### src/rtl/matrix_mem_ctrl_if.sv
// Bus bundle for matrix_mem_ctrl: command handshake, RAM port, op unit.
// verify_err is present only when WRITE_VERIFY_EN is defined.
interface matrix_mem_ctrl_if #(
  parameter int DATA_W = 256,
  parameter int ADDR_W = 8
);
  logic              start;
  logic [ADDR_W-1:0] addr_a;
  logic [ADDR_W-1:0] addr_b;
  logic [ADDR_W-1:0] addr_c;
  logic              busy;
  logic              done;
  logic [ADDR_W-1:0] mem_addr;
  logic              mem_wren;
  logic [DATA_W-1:0] mem_wdata;
  logic [DATA_W-1:0] mem_rdata;
  logic [DATA_W-1:0] op_a;
  logic [DATA_W-1:0] op_b;
  logic [DATA_W-1:0] op_result;
`ifdef WRITE_VERIFY_EN
  logic              verify_err;

  modport master (
    input  start, addr_a, addr_b, addr_c,
    input  mem_rdata, op_result,
    output busy, done, mem_addr, mem_wren,
    output mem_wdata, op_a, op_b, verify_err
  );

  modport slave (
    output start, addr_a, addr_b, addr_c,
    output mem_rdata, op_result,
    input  busy, done, mem_addr, mem_wren,
    input  mem_wdata, op_a, op_b, verify_err
  );
`else
  modport master (
    input  start, addr_a, addr_b, addr_c,
    input  mem_rdata, op_result,
    output busy, done, mem_addr, mem_wren,
    output mem_wdata, op_a, op_b
  );

  modport slave (
    output start, addr_a, addr_b, addr_c,
    output mem_rdata, op_result,
    input  busy, done, mem_addr, mem_wren,
    input  mem_wdata, op_a, op_b
  );
`endif
endinterface

### src/rtl/matrix_mem_ctrl.sv
// Sequences read A, read B, execute, write C against a single-port RAM.
// Optional WRITE_VERIFY_EN adds a readback compare after the write.
module matrix_mem_ctrl #(
  parameter int DATA_W = 256,
  parameter int ADDR_W = 8
) (
  input logic               clk,
  input logic               reset,
  matrix_mem_ctrl_if.master bus
);

`ifdef WRITE_VERIFY_EN
  typedef enum logic [3:0] {
    IDLE, RD_A, RD_B, CAP_B, EXEC, WR, DONE, VRD, VCHK
  } state_t;
`else
  typedef enum logic [2:0] {
    IDLE, RD_A, RD_B, CAP_B, EXEC, WR, DONE
  } state_t;
`endif

  state_t            state_q, state_d;
  logic [ADDR_W-1:0] addr_a_q, addr_a_d;
  logic [ADDR_W-1:0] addr_b_q, addr_b_d;
  logic [ADDR_W-1:0] addr_c_q, addr_c_d;
  logic [DATA_W-1:0] op_a_q, op_a_d;
  logic [DATA_W-1:0] op_b_q, op_b_d;
  logic [DATA_W-1:0] res_q, res_d;
  logic [ADDR_W-1:0] mem_addr_q, mem_addr_d;
  logic              busy_q, busy_d;
  logic              done_q, done_d;
  logic              wren_q, wren_d;
`ifdef WRITE_VERIFY_EN
  logic              verr_q, verr_d;
`endif

  always_comb begin
    state_d  = state_q;
    addr_a_d = addr_a_q;
    addr_b_d = addr_b_q;
    addr_c_d = addr_c_q;
    op_a_d   = op_a_q;
    op_b_d   = op_b_q;
    res_d    = res_q;
`ifdef WRITE_VERIFY_EN
    verr_d   = verr_q;
`endif
    unique case (state_q)
      IDLE: begin
        if (bus.start) begin
          addr_a_d = bus.addr_a;
          addr_b_d = bus.addr_b;
          addr_c_d = bus.addr_c;
          state_d  = RD_A;
`ifdef WRITE_VERIFY_EN
          verr_d   = 1'b0;
`endif
        end
      end
      RD_A:  state_d = RD_B;
      RD_B: begin
        op_a_d  = bus.mem_rdata;
        state_d = CAP_B;
      end
      CAP_B: begin
        op_b_d  = bus.mem_rdata;
        state_d = EXEC;
      end
      EXEC: begin
        res_d   = bus.op_result;
        state_d = WR;
      end
`ifdef WRITE_VERIFY_EN
      WR:    state_d = VRD;
      VRD:   state_d = VCHK;
      VCHK: begin
        if (bus.mem_rdata != res_q) verr_d = 1'b1;
        state_d = DONE;
      end
`else
      WR:    state_d = DONE;
`endif
      DONE:  state_d = IDLE;
      default: state_d = IDLE;
    endcase

    // Outputs are decoded from the next state so they arrive registered.
    busy_d     = (state_d != IDLE);
    done_d     = (state_d == DONE);
    wren_d     = (state_d == WR);
    mem_addr_d = '0;
    unique case (1'b1)
      (state_d == RD_A): mem_addr_d = addr_a_d;
      (state_d == RD_B): mem_addr_d = addr_b_q;
`ifdef WRITE_VERIFY_EN
      (state_d == WR),
      (state_d == VRD):  mem_addr_d = addr_c_q;
`else
      (state_d == WR):   mem_addr_d = addr_c_q;
`endif
      default:           mem_addr_d = '0;
    endcase
  end

  always_ff @(posedge clk) begin
    if (reset) begin
      state_q    <= IDLE;
      addr_a_q   <= '0;
      addr_b_q   <= '0;
      addr_c_q   <= '0;
      op_a_q     <= '0;
      op_b_q     <= '0;
      res_q      <= '0;
      mem_addr_q <= '0;
      busy_q     <= 1'b0;
      done_q     <= 1'b0;
      wren_q     <= 1'b0;
`ifdef WRITE_VERIFY_EN
      verr_q     <= 1'b0;
`endif
    end else begin
      state_q    <= state_d;
      addr_a_q   <= addr_a_d;
      addr_b_q   <= addr_b_d;
      addr_c_q   <= addr_c_d;
      op_a_q     <= op_a_d;
      op_b_q     <= op_b_d;
      res_q      <= res_d;
      mem_addr_q <= mem_addr_d;
      busy_q     <= busy_d;
      done_q     <= done_d;
      wren_q     <= wren_d;
`ifdef WRITE_VERIFY_EN
      verr_q     <= verr_d;
`endif
    end
  end

  assign bus.busy      = busy_q;
  assign bus.done      = done_q;
  assign bus.mem_addr  = mem_addr_q;
  assign bus.mem_wren  = wren_q;
  assign bus.mem_wdata = res_q;
  assign bus.op_a      = op_a_q;
  assign bus.op_b      = op_b_q;
`ifdef WRITE_VERIFY_EN
  assign bus.verify_err = verr_q;
`endif

endmodule

### src/flat_wrapper.sv
// flat-port wrapper written by rule: the top's interface ports become plain ports
module matrix_mem_ctrl_flat 
#(
  parameter int DATA_W = 256,
  parameter int ADDR_W = 8
)
  (clk, reset, bus_start, bus_addr_a, bus_addr_b, bus_addr_c, bus_mem_rdata, bus_op_result, bus_busy, bus_done, bus_mem_addr, bus_mem_wren, bus_mem_wdata, bus_op_a, bus_op_b);
  matrix_mem_ctrl_if #(.DATA_W(DATA_W), .ADDR_W(ADDR_W)) bus_i ();
  input logic clk;
  input logic reset;
  input wire logic [$bits(bus_i.start)-1:0] bus_start;
  input wire logic [$bits(bus_i.addr_a)-1:0] bus_addr_a;
  input wire logic [$bits(bus_i.addr_b)-1:0] bus_addr_b;
  input wire logic [$bits(bus_i.addr_c)-1:0] bus_addr_c;
  input wire logic [$bits(bus_i.mem_rdata)-1:0] bus_mem_rdata;
  input wire logic [$bits(bus_i.op_result)-1:0] bus_op_result;
  output wire logic [$bits(bus_i.busy)-1:0] bus_busy;
  output wire logic [$bits(bus_i.done)-1:0] bus_done;
  output wire logic [$bits(bus_i.mem_addr)-1:0] bus_mem_addr;
  output wire logic [$bits(bus_i.mem_wren)-1:0] bus_mem_wren;
  output wire logic [$bits(bus_i.mem_wdata)-1:0] bus_mem_wdata;
  output wire logic [$bits(bus_i.op_a)-1:0] bus_op_a;
  output wire logic [$bits(bus_i.op_b)-1:0] bus_op_b;
  assign bus_i.start = bus_start;
  assign bus_i.addr_a = bus_addr_a;
  assign bus_i.addr_b = bus_addr_b;
  assign bus_i.addr_c = bus_addr_c;
  assign bus_i.mem_rdata = bus_mem_rdata;
  assign bus_i.op_result = bus_op_result;
  assign bus_busy = bus_i.busy;
  assign bus_done = bus_i.done;
  assign bus_mem_addr = bus_i.mem_addr;
  assign bus_mem_wren = bus_i.mem_wren;
  assign bus_mem_wdata = bus_i.mem_wdata;
  assign bus_op_a = bus_i.op_a;
  assign bus_op_b = bus_i.op_b;
  matrix_mem_ctrl #(.DATA_W(DATA_W), .ADDR_W(ADDR_W)) u_core (.clk(clk), .reset(reset), .bus(bus_i));
endmodule
### config.mk
export PLATFORM = sky130hd
export DESIGN_NAME = matrix_mem_ctrl_flat
export DESIGN_NICKNAME = d
export VERILOG_FILES = /design/src/rtl/matrix_mem_ctrl_if.sv /design/src/rtl/matrix_mem_ctrl.sv /design/src/flat_wrapper.sv
export SDC_FILE = /design/constraint.sdc
export NUM_CORES = 2
export LEC_CHECK = 0
export CORE_AREA = 2 2 520 522
export DETAILED_ROUTE_END_ITERATION = 10
export DIE_AREA = 0 0 522 524
export RECOVER_POWER = 50
export SLEW_MARGIN = 20
export SYNTH_ARGS = -nofsm -noshare
export SYNTH_HDL_FRONTEND = slang
export SYNTH_SLANG_ARGS = --single-unit
### constraint.sdc
create_clock -name clk -period 2 [get_ports clk]
set_input_delay 0.2 -clock clk [delete_from_list [all_inputs] [get_ports clk]]
set_output_delay 0.2 -clock clk [all_outputs]
set_load 0.01 [all_outputs]
==> run metrics <==
critical path required time 1.80 ns; critical-path cell list clkdlybuf4s50_1; min Tclk post-route 1.930 ns; CP peak stage delay 0.55 ns; cell with the most instances after synthesis nand2_1; Hold WC Path Type in -> reg; Core Area 267400 um2; Post-Syn Area 27450 um2; Inserted Clock Buffers 100; DR vias 31130; buffer count from post-CTS setup fixing 0; clk_skew 0.04534 ns; Skew-Pair Late Insertion Delay 0.79 ns; fill count 29940; die area 273500 um2; Max clock buf depth 4; Net Count, Synth 4005; Worst Max-Slew Pin Slew 0.8359 ns; Initial Util 10.26%; All-Layer GR Usage 14.09%; Net count, final 5753; Final Hold Viols 0; fin. max-slew vios 0; post-detail-place hpwl 166.2 mm; ANT nets after route 0; Placed Area 45080 um2; Slowest cell on crit path clkdlybuf4s50_1; minimum hold slack 0.06164 ns; ys async rst share 0%; drt initial violations 1910; Multi-input gate area 10120 um2; number of global-route vias before repair 30710; Worst-path clk slew 0.06 ns; sw frac 26.52%; Comb power frac 13.6%; top post-synthesis cells by area dfxtp_1, nand2_1, a21oi_1; row count 190; first-pass GRT wire length 263.7 mm; # IOs 1318; LEAKAGE 18.78 nW; Seq pwr share 41.5%; storage element area 15980 um2; vias per inst 3.509; die height 524 um; CP bufs+invs 1; ratio of cells with drive above 1 in the final layout 5.767%; Commonest cells post-synth nand2_1, dfxtp_1, a21oi_1, buf_2, clkbuf_1; H-Tree Depth 3; largest net degree at the start of global routing 101; total gr overflow 0; WL final 203.2 mm; r2r setup slk 0.08 ns; final setup vio count 0; Synth top area share 58.20%; Cells after Synth 3466; Setup CP Type reg -> out; Yosys reg bits 798; count of cell types in the netlist 23; crit path DAT 1.73 ns; Slew HR 44.28%; I/O Buffers 1317; Post-synth top flop dfxtp_1; post-synthesis sequential area ratio 58.20%; Detailed Routing Iterations Pass 1 6; wire length per cell 22.90 um; CTS Sinks 798; Top delay family on crit path buffers and inverters; CTS tree done; Yosys warnings 0; clock group share of total power 44.9%; RSZ-0062 raised after global routing false; RD Place Congestion 0.9149; Design Area, Final 52340 um2; root cell of the clock tree clkbuf_16; Die Wd 522 um; status complete, no violations; final worst setup slack 0.06988 ns; DRC Markers 0; Pwr Density 768.0 nW/um2; fin crit share 96.51%; Sum Neg Setup Slack 0 ns; startpoint types flip-flop; critical path depth 1; internal power 29.54 mW; CP Max Fanout 2; max cap viols 0; hold path cells 3; Worst Reg-to-Reg Cells 4; Crit. End Element output port; P_sw 10.66 mW; Avg Synthesized Cell Area 7.919 um2; worst vdd ir 0.0006409 V; initial antenna violation count 73; cell accounting for the most synthesized area dfxtp_1; fmax 0.5181 GHz; Area Overhead vs Synth 90.68%; EDFF count, synth 0; Layout Utilization 19.57%; DP Worst Slack 0.1677 ns
## per-stage QoR
stage | power (mW) | std cells
finish | 40.20 | 8873
global route | 41.63 | 8856
CTS | 40.84 | 8840
detailed placement | 21.79 | 8192
global placement | 21.78 | 8192
floorplan | 18.51 | 3466
## registers in the layout, summed over array words and instances (netlist names)
name                  cells
u_core.bus.done           1
u_core.addr_c_q           8
u_core.bus.mem_addr       8
u_core.addr_b_q           8
u_core.state_q            3
u_core.bus.op_b         256
u_core.bus.mem_wdata    256
u_core.bus.op_a         256
u_core.bus.mem_wren       1
u_core.bus.busy           1
## layer usage
metal | share of wire, % | track usage (%) | vias up
met1 | 33 | 13.47 | 14590
li1 | - | - | 14690
met2 | 48 | 24.48 | 1453
met3 | 13 | 7.617 | 371
met4 | 6.0 | 7.036 | 22
met5 | 0.073 | 0 | -
## cell usage in the layout (no fill, tap or decap), drive strengths merged
master,count
clkdlybuf4s50,953
dlygate4sd2,302
dfxtp,798
clkinvlp,4
and3b,1
nor3,2
inv,9
a221oi,1
a22oi,8
clkdlybuf4s15,8
or4b,1
nand2,1576
diode,32
clkdlybuf4s25,1
dlygate4sd3,471
nor3b,2
nor2b,3
a2111oi,1
or3b,2
clkinv,14
nor2,1
nand3b,1
clkbuf,231
nand2b,2
a21oi,794
buf,97
nor4b,1
bufinv,4
a2111o,1
## layout make-up
class | count | share of cell area, %
Timing Repair Buffer | 1916 | 35.42
Sequential cell | 798 | 30.52
Multi-Input combinational cell | 2397 | 19.34
Tap cell | 3552 | 8.491
Clock buffer | 147 | 5.443
Clock inverter | 30 | 0.6168
Antenna cell | 32 | 0.1530
Inverter | 1 | 0.007172
## what timing repair did
| action | in CTS | in global routing |
|---|---|---|
| cloned | 0 | 1 |
| hold endpoints to repair | 689 | 0 |
| resized for setup | 327 | 16 |
| setup endpoints to repair | 313 | 25 |
| hold buffers | 471 | 0 |
## power by group through the flow
stage	sequential, mW	combinational [mW]	clock [mW]
finish	16.7	5.45	18.0
global route	16.7	5.81	19.1
CTS	16.7	5.58	18.6
detailed placement	17.0	4.75	0
global placement	17.0	4.76	0
floorplan	17.2	1.29	0
## path summary, 6_finish.rpt
check	start	endpoint
worst min register to register	u_core.bus.op_b[83]$_SDFFE_PP0P_	u_core.bus.op_b[83]$_SDFFE_PP0P_
worst max register to register	u_core.state_q[1]$_SDFF_PP0_	u_core.bus.op_a[130]$_SDFFE_PP0P_
worst min-delay path	bus_mem_rdata[136]	u_core.bus.op_a[136]$_SDFFE_PP0P_
worst max-delay path	u_core.bus.mem_wdata[129]$_SDFFE_PP0N_	bus_mem_wdata[129]
## cell families after synthesis
logic type | share of synthesized area [%]
DFF | 58.20
AOI/OAI and AO/OA | 14.80
buffers and inverters | 4.946
and+or+nand+nor | 22.05
Note: power is estimated with default switching activity, not from simulation.
